[config.mk]
export PLATFORM = sky130hd
export DESIGN_NAME = bcd_count_ctrl_flat
export DESIGN_NICKNAME = d
export VERILOG_FILES = /design/src/rtl/bcd_count_ctrl_if.sv /design/src/rtl/bcd_count_ctrl.sv /design/src/flat_wrapper.sv
export SDC_FILE = /design/constraint.sdc
export NUM_CORES = 1
export LEC_CHECK = 0
export BUFFER_PORTS_ARGS = -buffer_cell sky130_fd_sc_hd__clkbuf_2
export CORE_MARGIN = 2
export CORE_UTILIZATION = 50
export CTS_BUF_LIST = sky130_fd_sc_hd__clkbuf_4 sky130_fd_sc_hd__clkbuf_8 sky130_fd_sc_hd__clkbuf_16
export CTS_CLUSTER_SIZE = 30
export DETAILED_ROUTE_END_ITERATION = 8
export PLACE_DENSITY = 0.72
export SKIP_LAST_GASP = 1
export SLEW_MARGIN = 20
export SYNTH_ARGS = -nofsm -noshare
export SYNTH_HDL_FRONTEND = slang
export SYNTH_SLANG_ARGS = --single-unit
[constraint.sdc]
create_clock -name clk -period 3.2 [get_ports clk]
set_clock_uncertainty 0.1 [all_clocks]
set_input_delay 0.48 -clock clk [delete_from_list [all_inputs] [get_ports clk]]
set_output_delay 0.48 -clock clk [all_outputs]
set_load 0.02 [all_outputs]
[src/rtl/bcd_count_ctrl_if.sv]
// Command, target, counter read-back and status signals between user logic and bcd_count_ctrl.
interface bcd_count_ctrl_if;
  logic       start;
  logic       stop;
  logic       clear;
  logic [3:0] target_tens;
  logic [3:0] target_ones;
  logic [3:0] cnt_tens;
  logic [3:0] cnt_ones;
  logic       cnt_en;
  logic       cnt_clr;
  logic [1:0] state;
  logic       busy;
  logic       done;
  logic       err;

  modport master (
    output start, stop, clear, target_tens, target_ones, cnt_tens, cnt_ones,
    input  cnt_en, cnt_clr, state, busy, done, err
  );

  modport slave (
    input  start, stop, clear, target_tens, target_ones, cnt_tens, cnt_ones,
    output cnt_en, cnt_clr, state, busy, done, err
  );
endinterface

[src/rtl/bcd_count_ctrl.sv]
// Sequencer for an external 00-99 BCD counter: start/stop/clear commands,
// prescaled count-enable, and stop-on-match against a latched BCD target.
module bcd_count_ctrl #(
  parameter int unsigned PRESCALE   = 4,
  parameter int unsigned PRESCALE_W = 16
) (
  input logic             clk,
  input logic             reset,
  bcd_count_ctrl_if.slave bus
);

  localparam int unsigned DIGIT_W = 4;

  localparam logic [1:0] IDLE  = 2'b00;
  localparam logic [1:0] RUN   = 2'b01;
  localparam logic [1:0] PAUSE = 2'b10;
  localparam logic [1:0] DONE  = 2'b11;

  localparam logic [PRESCALE_W-1:0] PRESCALE_LAST = PRESCALE_W'(PRESCALE - 1);
  localparam logic [DIGIT_W-1:0]    BCD_MAX       = DIGIT_W'(9);

  logic [1:0]            stateQ, stateD;
  logic [PRESCALE_W-1:0] prescaleQ, prescaleD;
  logic [DIGIT_W-1:0]    tgtTensQ, tgtTensD;
  logic [DIGIT_W-1:0]    tgtOnesQ, tgtOnesD;
  logic                  errQ, errD;
  logic                  cntEn, cntClr;
  logic                  tgtValid, match;

  assign tgtValid = (bus.target_tens <= BCD_MAX) && (bus.target_ones <= BCD_MAX);
  assign match    = ({bus.cnt_tens, bus.cnt_ones} == {tgtTensQ, tgtOnesQ});

  // State and datapath registers
  always_ff @(posedge clk or negedge reset) begin
    if (!reset) begin
      stateQ    <= IDLE;
      prescaleQ <= '0;
      tgtTensQ  <= '0;
      tgtOnesQ  <= '0;
      errQ      <= 1'b0;
    end else begin
      stateQ    <= stateD;
      prescaleQ <= prescaleD;
      tgtTensQ  <= tgtTensD;
      tgtOnesQ  <= tgtOnesD;
      errQ      <= errD;
    end
  end

  // Next-state and command decode; clear beats stop beats start
  always_comb begin
    stateD    = stateQ;
    prescaleD = prescaleQ;
    tgtTensD  = tgtTensQ;
    tgtOnesD  = tgtOnesQ;
    errD      = errQ;
    cntEn     = 1'b0;
    cntClr    = 1'b0;

    case (stateQ)
      IDLE, DONE: begin
        if (bus.clear) begin
          cntClr = 1'b1;
          errD   = 1'b0;
          stateD = IDLE;
        end else if (!bus.stop && bus.start) begin
          if (tgtValid) begin
            cntClr    = 1'b1;
            tgtTensD  = bus.target_tens;
            tgtOnesD  = bus.target_ones;
            prescaleD = '0;
            errD      = 1'b0;
            stateD    = RUN;
          end else begin
            errD = 1'b1;
          end
        end
      end

      RUN: begin
        if (match) begin
          stateD = DONE;
        end else if (bus.clear) begin
          cntClr    = 1'b1;
          prescaleD = '0;
          stateD    = IDLE;
        end else if (bus.stop) begin
          stateD = PAUSE;
        end else if (prescaleQ == PRESCALE_LAST) begin
          cntEn     = 1'b1;
          prescaleD = '0;
        end else begin
          prescaleD = prescaleQ + PRESCALE_W'(1);
        end
      end

      PAUSE: begin
        // Prescaler holds so a resume finishes the interrupted interval
        if (bus.clear) begin
          cntClr    = 1'b1;
          prescaleD = '0;
          stateD    = IDLE;
        end else if (!bus.stop && bus.start) begin
          stateD = RUN;
        end
      end

      default: stateD = IDLE;
    endcase
  end

  assign bus.cnt_en  = cntEn;
  assign bus.cnt_clr = cntClr;
  assign bus.state   = stateQ;
  assign bus.busy    = (stateQ == RUN) || (stateQ == PAUSE);
  assign bus.done    = (stateQ == DONE);
  assign bus.err     = errQ;

endmodule

[src/flat_wrapper.sv]
// flat-port wrapper written by rule: the top's interface ports become plain ports
module bcd_count_ctrl_flat 
#(
  parameter int unsigned PRESCALE   = 4,
  parameter int unsigned PRESCALE_W = 16
)
  (clk, reset, bus_start, bus_stop, bus_clear, bus_target_tens, bus_target_ones, bus_cnt_tens, bus_cnt_ones, bus_cnt_en, bus_cnt_clr, bus_state, bus_busy, bus_done, bus_err);
  bcd_count_ctrl_if bus_i ();
  input logic clk;
  input logic reset;
  input wire logic [$bits(bus_i.start)-1:0] bus_start;
  input wire logic [$bits(bus_i.stop)-1:0] bus_stop;
  input wire logic [$bits(bus_i.clear)-1:0] bus_clear;
  input wire logic [$bits(bus_i.target_tens)-1:0] bus_target_tens;
  input wire logic [$bits(bus_i.target_ones)-1:0] bus_target_ones;
  input wire logic [$bits(bus_i.cnt_tens)-1:0] bus_cnt_tens;
  input wire logic [$bits(bus_i.cnt_ones)-1:0] bus_cnt_ones;
  output wire logic [$bits(bus_i.cnt_en)-1:0] bus_cnt_en;
  output wire logic [$bits(bus_i.cnt_clr)-1:0] bus_cnt_clr;
  output wire logic [$bits(bus_i.state)-1:0] bus_state;
  output wire logic [$bits(bus_i.busy)-1:0] bus_busy;
  output wire logic [$bits(bus_i.done)-1:0] bus_done;
  output wire logic [$bits(bus_i.err)-1:0] bus_err;
  assign bus_i.start = bus_start;
  assign bus_i.stop = bus_stop;
  assign bus_i.clear = bus_clear;
  assign bus_i.target_tens = bus_target_tens;
  assign bus_i.target_ones = bus_target_ones;
  assign bus_i.cnt_tens = bus_cnt_tens;
  assign bus_i.cnt_ones = bus_cnt_ones;
  assign bus_cnt_en = bus_i.cnt_en;
  assign bus_cnt_clr = bus_i.cnt_clr;
  assign bus_state = bus_i.state;
  assign bus_busy = bus_i.busy;
  assign bus_done = bus_i.done;
  assign bus_err = bus_i.err;
  bcd_count_ctrl #(.PRESCALE(PRESCALE), .PRESCALE_W(PRESCALE_W)) u_core (.clk(clk), .reset(reset), .bus(bus_i));
endmodule
; Word-level counts from Yosys, hierarchy flattened
; Index checks and enable logic that the tools add are counted.
[classes]
n_addsub = 1
order_cmp = 2
eq_ne = 15
muxes = 32
bitwise_logic = 1
n_reduce_logical = 11
[op_table]
columns = cell, count
row1 = $mux W16, 8
row2 = $pmux W16 S3, 1
row3 = $add A16 B1 Y16 const B, 1
row4 = $eq A16 B2 Y1 const B, 1
row5 = $mux W2, 8
row6 = $mux W1, 13
row7 = $ne A3 B2 Y1 const B, 3
row8 = $eq A8 B8 Y1, 1
row9 = $le A4 B4 Y1 const B, 2
row10 = $reduce_and A4 Y1, 2
row11 = $ne A2 B2 Y1 const B, 3
row12 = $pmux W2 S3, 1
row13 = $reduce_and A6 Y1, 1
row14 = $eq A2 B2 Y1 const B, 2
row15 = $ne A2 B1 Y1 const B, 2
row16 = $ne A4 B3 Y1 const B, 1
row17 = $ne A3 B3 Y1 const B, 1
row18 = $pmux W1 S3, 1
row19 = $eq A2 B1 Y1 const B, 1
row20 = $logic_and A1 B1 Y1, 2
row21 = $logic_not A2 Y1, 1
row22 = $reduce_and A2 Y1, 1
row23 = $reduce_bool A2 Y1, 1
row24 = $reduce_or A2 Y1, 1
row25 = 3 further kinds, 3
[totals]
ff_bits = 27
input_bits = 21
out_inout_bits = 7
wordCells = 67

; Logic depth before layout (Yosys ltp)
[logic_depth]
word_depth = 6
ltp_mapped = 9
mapped_depth_nobuf = 7

; Worst setup path after synthesis
; Ideal clock, no wire load.
[synth_timing]
kind = register -> register
from = reg u_core.stateQ[0], in the netlist u_core.bus.state[0]
to = reg u_core.prescaleQ[13]
setup_time_ns = 0.092
arrival_time_ns = 2.225
t_required_ns = 3.008
path_slack_ns = 0.783
stages_incl_launch_ff = 10
n_path_buf = 2
synth_period_minus_slack_ns = 2.417
path_cell_list = dfrtp_1 inv_1 ha_1 inv_2 a22o_1 o2bb2ai_4 or3_1 buf_2 buf_6 o31ai_2
[synth_between]
elab_chain_cells = 4
word_cells_on_any_way = 13
classes_between = eq/ne: 9 / mux: 1 / reduce/logical: 3
[synth_lines]
columns = item, line_no
row1 = from (decl), bcd_count_ctrl.sv:22  ; logic [1:0] stateQ, stateD;
row2 = from (signal assigned), bcd_count_ctrl.sv:42  ; stateQ <= stateD;
row3 = $eq A2 B2 Y1 or $logic_not A2 Y1 (tied branches), bcd_count_ctrl.sv:60  ; case (stateQ)
row4 = $reduce_or A2 Y1, bcd_count_ctrl.sv:60
row5 = $ne A2 B1 Y1 (no line) or $ne A2 B2 Y1 (tied branches), n/a
row6 = $reduce_and A6 Y1 (no line), n/a
row7 = to (signal assigned), bcd_count_ctrl.sv:43  ; prescaleQ <= prescaleD;
row8 = to (decl), bcd_count_ctrl.sv:23  ; logic [PRESCALE_W-1:0] prescaleQ, prescaleD;
; Parallel ways exist; a longest one is shown, timed or not.
; A chain may end at the register's enable or synchronous reset.

; Final worst setup path
[layout_timing]
from = reg u_core.prescaleQ[12]
to = out bus_cnt_en
[layout_between]
elab_chain_cells = 6
[layout_lines]
columns = item, line_no
row1 = $eq A16 B2 Y1, bcd_count_ctrl.sv:89  ; end else if (prescaleQ == PRESCALE_LAST) begin
row2 = $mux W1, bcd_count_ctrl.sv:89
row3 = $mux W1, bcd_count_ctrl.sv:87  ; end else if (bus.stop) begin
row4 = $mux W1, bcd_count_ctrl.sv:83  ; end else if (bus.clear) begin
row5 = $mux W1, bcd_count_ctrl.sv:81  ; if (match) begin
row6 = $mux W1, bcd_count_ctrl.sv:60
row7 = to (decl), flat_wrapper.sv:18  ; output wire logic [$bits(bus_i.cnt_en)-1:0] bus_cnt_en;
; No other way between the ends.

==> flow_summary.json <==
{
  "cts.htree.levels": 1,
  "clk_path_buf_depth": 2,
  "cts.root.buffer_cell": "sky130_fd_sc_hd__clkbuf_4",
  "grt_pass1_wl_mm": 6.54,
  "worst_setup_path_end_kind": "primary output",
  "period_needed_ns": 2.58,
  "prevailing_post_synth_register_cell": "sky130_fd_sc_hd__dfrtp_1",
  "path_clk_slew_ns": 0.15,
  "synth-async-reset-ratio_pct": 100,
  "post-route-util_pct": 57.1,
  "holdCritPathClass": "in2async",
  "synth_area_mm2": 0.00172,
  "floorplan.die.height_um": 62.6,
  "io_buffers": 27,
  "critical_path_peak_fanout": 8,
  "yosys_warnings": 0,
  "place.gp.congestion": 0.767,
  "netlist_instances": 176,
  "reg2reg_setup_slack_ns": 0.65,
  "max_slew_margin_pct": 55.8,
  "drv_slew": 0,
  "postCtsSetupBuffers": 0,
  "clkLatencyLatePin_ns": 0.33,
  "drive_above_1_share_pct": 22.7,
  "max_cap_violations": 0,
  "timing.critical_path.required_ns": 2.62,
  "placed_cell_area_mm2": 0.00186,
  "worst_path_largest_cell_delay_ns": 0.49,
  "worstPathArrival_ns": 2.00,
  "ys_seq_elements": 27,
  "gr-usage-all-layers_pct": 20.1,
  "num_vias": 1478,
  "cts_inserted_buffers": 3,
  "static-leakage-power_nw": 0.791,
  "grt_pass1_vias": 1462,
  "drc": 0,
  "fp.dieArea_mm2": 0.00392,
  "drtAntennaViolNets": 0,
  "fin_total_pwr_mw": 1.01,
  "floorplan.io_pins": 28,
  "synth_nets": 201,
  "setup_repair_after_global_routing_missed_its_margin": "no",
  "final.setup.tns_ns": 0,
  "synth_edf_count": 0,
  "initial_antenna_violation_count": 0,
  "outcome": "finished, final reports clean",
  "final_area_mm2": 0.00189,
  "tritoncts": "yes",
  "synth_seq_area_share_pct": 39.3,
  "setup_viol": 0,
  "initial_core_utilization_pct": 51.9,
  "cts_hold_repair.buffers": 0,
  "finalNetCount": 224,
  "detail_route.iter0.violations": 96,
  "final-seq-area_um2": 676,
  "crit_path_cell_trace": "nor4_1 -> nand4_1 -> nor4b_1 -> clkbuf_2",
  "synth.lib_cells_used.distinct": 42,
  "synth_area_per_cell_um2": 9.77,
  "nFillCells": 320,
  "multi_input_area_um2": 960,
  "ctsResizeCount": 0,
  "hpwlAfterDp_mm": 2.69,
  "route.final.wire_length_mm": 3.72,
  "globalRoute.totalOverflow": 0,
  "die_w_um": 62.6,
  "drt_pre_antenna_iters": 4,
  "clkSinkCount": 27,
  "timing.final.crit_share_pct": 80.6,
  "holdWs_ns": 0.0488,
  "antenna_cells": 0,
  "final-hold-violation-count": 0,
  "number_of_rows_created_at_floorplan": 21,
  "area_delta_synth_final_pct": 9.90,
  "path_class": "reg2out",
  "wl_per_cell_um": 15.2,
  "worst-slew-pin-transition_ns": 0.663,
  "max-vdd-ir-drop_uv": 341,
  "grt_start_max_net_pins": 28,
  "core_area_mm2": 0.00331,
  "via_per_inst": 6.06,
  "timing.fmax_mhz": 388,
  "timing.critical_path.slowest_stage_cell": "sky130_fd_sc_hd__dfrtp_1",
  "setup.worst_path.start_class": "flip-flop",
  "p_per_area_mw_per_mm2": 534
}
layout make-up:
| type | count | share of cell area [%] |
|---|---|---|
| multi-input combinational | 133 | 50.8 |
| timing repair buffer | 29 | 7.95 |
| tap | 46 | 3.05 |
| sequential | 27 | 35.8 |
| clock buffer | 3 | 1.19 |
| clock inverter | 1 | 0.265 |
| inverter | 5 | 0.993 |
worst paths after layout:
kind	cells after the start	to	startpoint
min	1	u_core.prescaleQ[8]$_DFFE_PN0P_	reset
min in group clk	2	u_core.tgtOnesQ[0]$_DFFE_PN0P_	bus_target_ones[0]
max reg2reg	6	u_core.prescaleQ[9]$_DFFE_PN0P_	u_core.bus.state[0]$_DFFE_PN0P_
min reg2reg	1	u_core.tgtTensQ[3]$_DFFE_PN0P_	u_core.tgtTensQ[3]$_DFFE_PN0P_
max in group asynchronous	1	u_core.prescaleQ[7]$_DFFE_PN0P_	reset
max	4	bus_cnt_en	u_core.prescaleQ[12]$_DFFE_PN0P_
metrics by stage:
| stage | instances | setup WS (ns) |
|---|---|---|
| after global routing | 244 | 0.395 |
| final | 244 | 0.622 |
| after detailed placement | 240 | 0.679 |
| after floorplan | 176 | 0.783 |
| after CTS | 244 | 0.617 |
| after global placement | 240 | 0.831 |
synth_stat cells (2+ instances only):
cell / number / area share, %
sky130_fd_sc_hd__a21oi_1: 5 / 1.5
sky130_fd_sc_hd__a31oi_1: 5 / 1.8
sky130_fd_sc_hd__buf_2: 4 / 1.2
sky130_fd_sc_hd__buf_6: 2 / 1.3
sky130_fd_sc_hd__clkbuf_1: 4 / 0.87
sky130_fd_sc_hd__dfrtp_1: 27 / 39
sky130_fd_sc_hd__ha_1: 4 / 2.9
sky130_fd_sc_hd__inv_1: 4 / 0.87
sky130_fd_sc_hd__mux2_1: 8 / 5.2
sky130_fd_sc_hd__nand2_1: 8 / 1.7
sky130_fd_sc_hd__nand2b_1: 5 / 1.8
sky130_fd_sc_hd__nand3_1: 8 / 2.3
sky130_fd_sc_hd__nand4_1: 6 / 2.2
sky130_fd_sc_hd__nor2_1: 14 / 3.1
sky130_fd_sc_hd__nor2b_1: 2 / 0.73
sky130_fd_sc_hd__nor3_1: 2 / 0.58
sky130_fd_sc_hd__nor3_2: 2 / 1.2
sky130_fd_sc_hd__nor4_1: 2 / 0.73
sky130_fd_sc_hd__o21ai_1: 9 / 2.6
sky130_fd_sc_hd__o31ai_1: 19 / 8.3
sky130_fd_sc_hd__o31ai_2: 4 / 2.9
sky130_fd_sc_hd__or3_1: 5 / 1.8
sky130_fd_sc_hd__xnor2_1: 8 / 4.1
worst max-delay path, delay by kind of cell, from the launching register on:
family,cells,cell delay [ns]
buffers and inverters,1,0.22
DFF,1,0.49
and+or+nand+nor,3,0.97
layout by cell type (no fill, tap or decap), types with 3 or more instances in the layout:
master and n:
sky130_fd_sc_hd__clkbuf_2 27, sky130_fd_sc_hd__dfrtp_1 27, sky130_fd_sc_hd__o31ai_1 19, sky130_fd_sc_hd__nor2_1 14, sky130_fd_sc_hd__o21ai_1 9, sky130_fd_sc_hd__xnor2_1 8, sky130_fd_sc_hd__nand2_1 8, sky130_fd_sc_hd__mux2_1 8
sky130_fd_sc_hd__nand3_1 8, sky130_fd_sc_hd__nand4_1 6, sky130_fd_sc_hd__nand2b_1 5, sky130_fd_sc_hd__a31oi_1 5, sky130_fd_sc_hd__a21oi_1 5, sky130_fd_sc_hd__or3_1 5, sky130_fd_sc_hd__inv_1 4, sky130_fd_sc_hd__o31ai_2 4
sky130_fd_sc_hd__ha_1 4, sky130_fd_sc_hd__clkbuf_4 3
registers in the layout, summed over array words and instances, names as in the netlist:
name and cells:
u_core.tgtTensQ 4, u_core.bus.state 2, u_core.prescaleQ 16, u_core.bus.err 1, u_core.tgtOnesQ 4
power by group:
| part | total (mW) | leakage [nW] | switching (mW) | internal, mW |
|---|---|---|---|---|
| clock | 0.146 | 0.0177 | 0.0996 | 0.0469 |
| sequential | 0.465 | 0.360 | 0.0536 | 0.411 |
| combinational | 0.398 | 0.413 | 0.230 | 0.169 |
| total | 1.01 | 0.791 | 0.383 | 0.626 |
kinds of logic after synthesis:
group | share of synthesized area (%)
multiplexers | 5.24
XOR/XNOR | 4.08
adder cells (fa/ha/maj) | 2.91
flip-flops | 39.3
buffers and inverters | 4.88
AO/OA/AOI/OAI | 25.0
AND/OR/NAND/NOR | 18.6
routing by layer:
metal  up-vias  part of all wire (%)  global-route usage (%)
met3         4                   4.4                    2.52
met5         -                     0                       0
met1       720                    45                    27.8
met2        42                    50                    32.4
li1        712                     -                       -
met4         0                  0.59                    7.50
No activity file was read; power rests on OpenSTA's default activity.
